File: config.mk
export PLATFORM = sky130hd
export DESIGN_NAME = fetch_stage
export DESIGN_NICKNAME = d
export VERILOG_FILES = /design/src/rtl/pipeline_pkg.sv /design/src/rtl/fetch_stage_if_id_reg.sv /design/src/rtl/fetch_stage.sv
export SDC_FILE = /design/constraint.sdc
export NUM_CORES = 1
export LEC_CHECK = 0
export BUFFER_PORTS_ARGS = -buffer_cell sky130_fd_sc_hd__buf_4
export CAP_MARGIN = 15
export CORE_ASPECT_RATIO = 0.7
export CORE_MARGIN = 2
export CORE_UTILIZATION = 44
export CTS_CLUSTER_SIZE = 16
export DETAILED_ROUTE_END_ITERATION = 6
export GPL_TIMING_DRIVEN = 1
export PLACE_DENSITY = 0.77
export SLEW_MARGIN = 25
export SYNTH_ARGS = -nofsm -noshare
export SYNTH_HDL_FRONTEND = slang
export SYNTH_SLANG_ARGS = --single-unit
File: constraint.sdc
create_clock -name clk -period 3.4 [get_ports clk]
set_input_delay 0.34 -clock clk [delete_from_list [all_inputs] [get_ports clk]]
set_output_delay 0.34 -clock clk [all_outputs]
set_load 0.02 [all_outputs]
File: src/rtl/pipeline_pkg.sv
// rtl/pipeline_pkg.sv - shared pipeline constants and the IF/ID register payload type
package pipeline_pkg;

  localparam logic [31:0] NOP_INSTR = 32'h0000_0000;
  localparam logic [31:0] PC_STEP   = 32'd4;

  typedef struct packed {
    logic [31:0] instr;
    logic [31:0] pc_plus4;
    logic        valid;
  } if_id_t;

  // Bubble: MIPS nop (sll $0,$0,0) with no PC and valid clear
  localparam if_id_t IF_ID_BUBBLE = '{instr: NOP_INSTR, pc_plus4: 32'h0, valid: 1'b0};

endpackage

File: src/rtl/fetch_stage_if_id_reg.sv
// rtl/fetch_stage_if_id_reg.sv - IF/ID pipeline register; squash beats load, otherwise holds
module if_id_reg
  import pipeline_pkg::*;
(
  input  logic   clk,
  input  logic   rst_n,
  input  logic   load,
  input  logic   squash,
  input  if_id_t d,
  output if_id_t q
);

  always_ff @(posedge clk or negedge rst_n) begin
    if (!rst_n) begin
      q <= IF_ID_BUBBLE;
    end else if (squash) begin
      q <= IF_ID_BUBBLE;
    end else if (load) begin
      q <= d;
    end
  end

endmodule

File: src/rtl/fetch_stage.sv
// rtl/fetch_stage.sv - MIPS instruction fetch: PC, next-PC selection, IF/ID capture
// Optional FETCH_PERF_EN adds perf_fetched / perf_stalls counters.
module fetch_stage
  import pipeline_pkg::*;
#(
  parameter logic [31:0] RESET_PC   = 32'h0000_0000,
  parameter int          IMEM_WORDS = 64
)(
  input  logic        clk,
  input  logic        rst_n,
  input  logic        stall,
  input  logic        redirect,
  input  logic [31:0] redirect_target,
  output logic [31:0] imem_addr,
  input  logic [31:0] imem_instr,
  output logic [31:0] if_id_instr,
  output logic [31:0] if_id_pc_plus4,
  output logic        if_id_valid,
  output logic        fetch_fault
`ifdef FETCH_PERF_EN
  ,
  output logic [31:0] perf_fetched,
  output logic [31:0] perf_stalls
`endif
);

  localparam logic [31:0] PC_LIMIT = 32'(IMEM_WORDS * 4);
  localparam logic [31:0] PC_INIT  = RESET_PC & 32'hFFFF_FFFC;

  logic [31:0] pc;
  logic [31:0] pc_plus4;
  logic [31:0] target_aligned;
  logic        in_range;
  logic        load;
  logic        squash;
  if_id_t      if_id_d;
  if_id_t      if_id_q;

  assign imem_addr      = pc;
  assign pc_plus4       = pc + PC_STEP;
  assign target_aligned = redirect_target & 32'hFFFF_FFFC;
  assign in_range       = (pc < PC_LIMIT);

  // Redirect overrides stall; an out-of-range PC bubbles instead of fetching
  assign load    = !redirect && !stall && in_range;
  assign squash  = redirect || (!stall && !in_range);
  assign if_id_d = '{instr: imem_instr, pc_plus4: pc_plus4, valid: 1'b1};

  always_ff @(posedge clk or negedge rst_n) begin
    if (!rst_n) begin
      pc          <= PC_INIT;
      fetch_fault <= 1'b0;
    end else begin
      if (redirect) begin
        pc <= target_aligned;
      end else if (load) begin
        pc <= pc_plus4;
      end
      if (!redirect && !stall && !in_range) begin
        fetch_fault <= 1'b1;
      end
    end
  end

  if_id_reg u_if_id_reg (
    .clk    (clk),
    .rst_n  (rst_n),
    .load   (load),
    .squash (squash),
    .d      (if_id_d),
    .q      (if_id_q)
  );

  assign if_id_instr    = if_id_q.instr;
  assign if_id_pc_plus4 = if_id_q.pc_plus4;
  assign if_id_valid    = if_id_q.valid;

`ifdef FETCH_PERF_EN
  always_ff @(posedge clk or negedge rst_n) begin
    if (!rst_n) begin
      perf_fetched <= 32'h0;
      perf_stalls  <= 32'h0;
    end else begin
      if (load) begin
        perf_fetched <= perf_fetched + 32'd1;
      end
      if (stall && !redirect) begin
        perf_stalls <= perf_stalls + 32'd1;
      end
    end
  end
`endif

endmodule

After elaboration in Yosys (flattened, before gate mapping)
Index checks and enable logic that the tools add are counted.
- latch bits: 0
- bits in read-only memories: 0
- logic and storage cells: 21
- bits of input ports: 68
- memories kept: 0
- output and inout bits: 98
- RAM bits: 0
- register bits after elaboration: 98
- eq/ne operators: 0
- add/sub/neg operators: 1
- reduce and logical (&&, ||, !) cells: 10
- shift-type cells: 0
- bitwise gates (word level): 0
- magnitude comparators: 1
- $mul: 0
- divide/modulo/power cells: 0
- mux-type cells: 4
- operator list (cell ; count):
    65-bit two-way mux ; 2
    32-bit two-way mux ; 2
    32-bit by 3-bit adder with 32-bit output, second input constant ; 1
    32-bit by 9-bit less-than comparator with 1-bit output, second input constant ; 1
    1-bit logical AND ; 4
    2-bit nonzero test ; 2
    1-bit logical NOT ; 3
    1-bit logical OR ; 1

Logic depth before layout (Yosys ltp)
Gate-level depths: netlist of run 1.
- word-level depth: 5
- gate-level depth with buffers: 6
- depth with buffers taken out: 5

Cells and area by module
From an unflattened synthesis of run 1, not the netlist that was laid out.
- cell total of the unflattened synthesis: 412
- area total of the unflattened synthesis: 4571.9 um2
- modules (own cells, without submodules) (module ; area each (um2) ; instances ; cells each ; sequential area each (um2)):
    if_id_reg ; 2667.6 ; 1 ; 209 ; 1626.6
    fetch_stage ; 1904.3 ; 1 ; 203 ; 775.7

Least setup slack after synthesis of run 1
No wires, ideal clock.
- kind: register -> register
- from: reg pc[14], in the netlist imem_addr[14]
- to: reg pc[5], in the netlist imem_addr[5]
- setup time: 0.082 ns
- slack: 1.673 ns
- data required time: 3.318 ns
- stages on the path, launching flop included: 5
- path buffers: 0
- clock period less this slack: 1.727 ns
- data arrival time: 1.645 ns
- cell sequence: dfrtp_1 nor4_4 nand4_4 or4_1 a31oi_1
- cells in the longest elaborated chain, start to end: 3
- RTL lines (element ; RTL line ; source):
    start: declaration ; fetch_stage.sv:30 ; logic [31:0] pc;
    start signal: assignment ; fetch_stage.sv:55 ; pc <= target_aligned;
    start signal: assignment ; fetch_stage.sv:57 ; pc <= pc_plus4;
    32-bit by 9-bit less-than comparator with 1-bit output ; fetch_stage.sv:42 ; assign in_range = (pc < PC_LIMIT);
    1-bit logical AND ; fetch_stage.sv:45 ; assign load = !redirect && !stall && in_range;
    2-bit nonzero test (no source line) ; n/a ;
Every way passes these cells.
A chain may end at the register's enable or synchronous reset.

Worst setup path after layout of run 1
- from: in stall
- to: reg pc[5], in the netlist imem_addr[5]
- cells in the longest elaborated chain, start to end: 4
- RTL lines (element ; RTL line ; source):
    start: declaration ; fetch_stage.sv:11 ; input logic stall,
    1-bit logical NOT ; fetch_stage.sv:45 ;
    1-bit logical AND (2 in series) ; fetch_stage.sv:45 ;
    2-bit nonzero test (no source line) ; n/a ;
Every way passes these cells.

==> results.yml, run 1 <==
global_route:
  overflow: 0
  grt_max_degree: 68
  grt_pass1_wl_um: 17000
  grt_pass1_vias: 3355
  antenna_found_initial: 0
  track_usage_pct: 21.7
detailed_routing:
  drc_errors: 0
  viasPerCell: 5.29
  postRouteAntennaNets: 0
  drtPass1Iterations: 5
  wire_per_inst_um: 16.5
  vias: 3266
  totalWireLength_um: 10200
  drt_iter0_drc: 221
clock_tree:
  cts_root_buf: "clkbuf_16"
  clockBufferDepth: 2
  post-cts-setup-buffer-count: 0
  cts_tree: "built"
  cts_buffers: 9
  h-tree-depth: 3
  clkTransAtPathRegs_ns: 0.07
  cts_resized: 0
  clock-sinks: 95
  clk_latency_ns: 0.34
  cts.hold.buffers_added: 0
layout:
  fill_cells: 723
  drive_gt1_share_pct: 41.9
  antenna_cells: 0
  register_area_mm2: 0.00238
  multi_input_area_mm2: 0.00143
  area_growth_pct: 39.7
  finalNetCount: 561
critical_path:
  crit_chain: "buf_4, inv_2, nand3_2, or4_1, a31oi_1"
  crit_start: "stall"
  critPathMaxStageDelay_ns: 0.58
  end_kind: "flop"
  r2r_slack_ns: 1.49
  rr_worst_depth: 5
  r2r-end: "imem_addr[7]"
  cp.arrival_ns: 2.24
  crit_slowest_cell: "inv_2"
  start_kind: "primary input"
  critPathKind: "primary input to flop"
  crit_end: "imem_addr[5]"
  reg2reg_from: "imem_addr[31]"
  required_ns: 3.66
  cp_max_fo: 65
synthesis:
  yosysUniqueCellTypes: 38
  yosysWarningCount: 0
  synth_top_area_share_pct: 60.0
  ys.flop_type: "dfrtp_1"
  syn-cell-area_mm2: 0.00396
  ys_ff_latch: 95
  postSynthCellCount: 348
  synth_top_area_cell: "dfrtp_1"
  ys_seq_area_share_pct: 60.0
  synth_most_common_cell: "dfrtp_1"
  synth_top_cells_by_count: "dfrtp_1 (95), nand2_1 (39), a21oi_1 (37)"
  synthArstFlopShare_pct: 100
  synth_edf_count: 0
  syn_area_per_cell_um2: 11.4
  synth_area_leaders: "dfrtp_1 (60%), nand4_1 (5.7%), mux2_2 (5.1%)"
timing:
  finClkSkew_ns: 0.00775
  setup_viol: 0
  worst_pin_slew_ns: 0.860
  fin_hold_ws_ns: 0.00657
  fin_ws_ns: 1.42
  period_minus_slack_ns: 1.98
  period_share_pct: 58.2
  maxSlewHeadroom_pct: 42.6
  setup_tns_ns: 0
  final_max_slew_viol_count: 0
  rsz0062_at_grt: "no"
  finalHoldViolations: 0
  fmax_mhz: 505
floorplanning:
  die_h_um: 83.4
  rows: 28
  io_pins: 166
  dieArea_mm2: 0.00979
  initial_utilization_pct: 46.2
  die_width_um: 117
  core_area_mm2: 0.00858
power_and_ir_drop:
  p_per_area_mw_per_mm2: 466
  p_leak_nw: 2.69
  ir_drop_v: 0.000403
  power_mw: 2.58
flow_run:
  drv_cap: 0
worst_hold_path:
  hold_class: "primary input to async pin"
outcome:
  status: "completed"
placed_design:
  dp_slack_ns: 1.07
  gp_congestion: 0.774
  hpwl_um: 6820
  io_buffers: 161
[how the worst min path moves through the flow]
stage / slack, ns / startpoint / end / depth (start not counted)
final: 0.007 / rst_n / imem_addr[17] / 1
after global routing: 0.06 / rst_n / u_if_id_reg.q[44] / 1
after CTS: 0.02 / rst_n / fetch_fault / 1
after detailed placement: 0.39 / rst_n / imem_addr[18] / 1
after global placement: 0.38 / rst_n / imem_addr[18] / 1
after floorplan: 0.04 / rst_n / fetch_fault / 0
[cell families after synthesis]
family          synth area share, %
xor+xnor                       1.11
simple gates                   19.6
mux                            6.54
compound gates                 8.21
buf+inv                        4.11
flops                          60.0
other cells                  0.0947
fa+ha+maj                     0.316
[cells in the final DEF (no fill, tap or decap), types with 2 or more instances in the layout]
cell type / count
a21oi_1: 37
a31oi_1: 6
a32o_1: 2
and2_1: 2
and3_1: 25
buf_4: 165
bufinv_16: 2
clkbuf_16: 9
clkinv_4: 2
clkinvlp_4: 2
conb_1: 2
dfrtp_1: 95
inv_1: 4
mux2_1: 5
mux2_2: 18
nand2_1: 39
nand3_1: 2
nand4_1: 36
nor2_1: 11
nor4_2: 2
nor4_4: 4
o21ai_0: 2
o31ai_1: 3
or4_1: 3
xnor2_1: 3
xor2_1: 2
[report_power, final]
part | switching (mW) | leakage (nW) | internal [mW]
logic | 0.159 | 1.29 | 0.136
registers | 0.0457 | 1.25 | 1.16
clock network | 0.429 | 0.152 | 0.645
[sequential cells by signal, indices dropped and copies added (netlist names)]
name           count
imem_addr         30
fetch_fault        1
u_if_id_reg.q     64
[routing by layer]
metal  global-route usage (%)  routed length [um]
met5                        0                   0
met4                     5.81                  55
met3                     9.00                 999
met2                     32.0                4690
met1                     29.8                4450
[critical path, delay by kind of cell]
family	cells	cell delay, ns
buffers and inverters	2	0.88
and+or+nand+nor	2	0.84
AOI/OAI and AO/OA	1	0.17
[per-stage QoR]
| step | util (%) | std cells | instance area (um2) |
|---|---|---|---|
| after detailed placement | 60.7 | 601 | 5210 |
| after CTS | 64.5 | 617 | 5530 |
| final | 64.5 | 617 | 5530 |
| after global placement | 60.7 | 601 | 5210 |
| after global routing | 64.5 | 617 | 5530 |
| after floorplan | - | 349 | 3970 |
[layout make-up]
cell class | instances | area share (%)
multi-input cells | 216 | 25.8
clock buffers | 9 | 4.07
clock inverters | 7 | 1.76
flip-flops and latches | 95 | 43.0
repair buffers | 165 | 22.4
inverters | 5 | 0.339
well taps | 120 | 2.71
Note: power is estimated with default switching activity, not from simulation.
==> run 2, diff against run 1 <==
- clock period: 3.4 -> 1.9 ns (I/O delays scaled with it)
==> run 2 against run 1 <==
  * Power up 82%
  * Worst setup slack worse by 1.3 ns
  * Critical path depth down 1
  * Via count up 1.1%
  * Clock skew down 0.0016 ns
  * Sequential power up 79%
==> results.yml, run 2 (synthesis gave the netlist of run 1 again) <==
outcome:
  status: "completed"
critical_path:
  cp_max_fo: 9
  end_kind: "flop"
  cp.arrival_ns: 2.05
  crit_start: "imem_addr[9]"
  start_kind: "flop"
  reg2reg_from: "imem_addr[9]"
  crit_end: "imem_addr[5]"
  required_ns: 2.16
  critPathKind: "flop to flop"
  r2r-end: "imem_addr[5]"
  r2r_slack_ns: 0.11
  rr_worst_depth: 4
timing:
  setup_tns_ns: 0
  setup_viol: 0
  finalHoldViolations: 0
  fin_hold_ws_ns: 0.0777
  period_share_pct: 94.2
  period_minus_slack_ns: 1.79
  fin_ws_ns: 0.110
  rsz0062_at_grt: "no"
  worst_pin_slew_ns: 0.598
  final_max_slew_viol_count: 0
  maxSlewHeadroom_pct: 60.2
  fmax_mhz: 559
  finClkSkew_ns: 0.00617
flow_run:
  drv_cap: 0
clock_tree:
  cts_buffers: 9
  cts_tree: "built"
  h-tree-depth: 3
  clk_latency_ns: 0.33
  cts_root_buf: "clkbuf_16"
  clock-sinks: 95
  clkTransAtPathRegs_ns: 0.07
  clockBufferDepth: 2
detailed_routing:
  totalWireLength_um: 10800
  vias: 3301
  wire_per_inst_um: 17.3
  drtPass1Iterations: 4
  drt_iter0_drc: 253
  viasPerCell: 5.28
  postRouteAntennaNets: 0
  drc_errors: 0
layout:
  final_cell_mix: "buf_4 (169), dfrtp_1 (95), nand2_1 (39)"
  largest_reg_flops: 64
  finalNetCount: 569
  fill_cells: 685
  drive_gt1_share_pct: 42.6
  fin_util_pct: 66.0
  antenna_cells: 0
  area_growth_pct: 43.1
  final_common_cell: "buf_4"
  largest-register: "u_if_id_reg.q"
placed_design:
  gp_congestion: 0.759
  dp_slack_ns: 0.0795
  io_buffers: 161
  hpwl_um: 7410
global_route:
  antenna_found_initial: 0
  grt_pass1_vias: 3391
  overflow: 0
  grt_max_degree: 65
  grt_pass1_wl_um: 17300
  track_usage_pct: 21.9
power_and_ir_drop:
  power_mw: 4.69
  seqPwrFrac_pct: 46.3
  switching_power_mw: 1.13
  p_per_area_mw_per_mm2: 828
  p_clk_share_pct: 41.9
  p_leak_nw: 2.75
  internal_power_mw: 3.57
  p_sw_share_pct: 24.0
  p_comb_share_pct: 11.7
  ir_drop_v: 0.000669
floorplanning:
  rows: 28
  io_pins: 166
  die_h_um: 83.4
  initial_utilization_pct: 46.2
  die_width_um: 117
  dieArea_mm2: 0.00979
  core_area_mm2: 0.00858
worst_hold_path:
  hold_class: "primary input to flop"
==> run 2: layout make-up <==
| cell class | instances | area (um2) | area share [%] |
|---|---|---|---|
| multi-input combinational | 216 | 1450 | 25.6 |
| clock buffer | 11 | 253 | 4.46 |
| clock inverter | 5 | 80.1 | 1.41 |
| timing repair buffer | 173 | 1340 | 23.6 |
| sequential | 95 | 2380 | 41.9 |
| tap | 120 | 150 | 2.65 |
| inverter | 5 | 18.8 | 0.331 |
==> run 2: worst max-delay path, cell delays in order (launching register included) <==
cell,delay [ns]
dfrtp_1,0.42
nor4_4,0.39
nand4_4,0.20
or4_1,0.54
a31oi_1,0.16
==> run 2: worst min path at each step <==
stage	start	end	cells after the start	slack, ns
floorplan	rst_n	fetch_fault	0	-0.11
global placement	rst_n	u_if_id_reg.q[43]	1	0.21
detailed placement	rst_n	u_if_id_reg.q[43]	1	0.21
CTS	redirect_target[29]	imem_addr[29]	2	0.06
global route	redirect_target[17]	imem_addr[17]	2	0.07
finish	redirect_target[30]	imem_addr[30]	2	0.08
==> run 2: per-layer routing <==
| metal | up-vias | part of all wire [%] | routed length [um] | global-route usage (%) |
|---|---|---|---|---|
| met5 | - | 0 | 0 | 0 |
| met4 | 0 | 0.27 | 29 | 4.60 |
| met3 | 2 | 9.0 | 972 | 9.27 |
| met2 | 141 | 47 | 5100 | 34.8 |
| met1 | 1605 | 43 | 4690 | 28.1 |
| li1 | 1553 | - | - | - |
==> run 2: what timing repair did <==
item,CTS,global route
hold buffers,1,0
resized for setup,0,3
setup endpoints to repair,0,3
endpoints found under the hold margin,39,0
buffers inserted,0,0
==> run 2: power by group through the flow <==
| stage | combinational [mW] | clock [mW] | sequential [mW] |
|---|---|---|---|
| global route | 0.593 | 2.11 | 2.18 |
| global placement | 0.539 | 0 | 2.20 |
| finish | 0.549 | 1.97 | 2.17 |
| floorplan | 0.175 | 0 | 2.27 |
| detailed placement | 0.550 | 0 | 2.20 |
| CTS | 0.553 | 2.02 | 2.17 |
==> run 2: through the flow <==
stage	instances	instance area [um2]
after floorplan	349	3970
after global placement	608	5300
after detailed placement	608	5300
after CTS	625	5640
after global routing	625	5670
final	625	5670
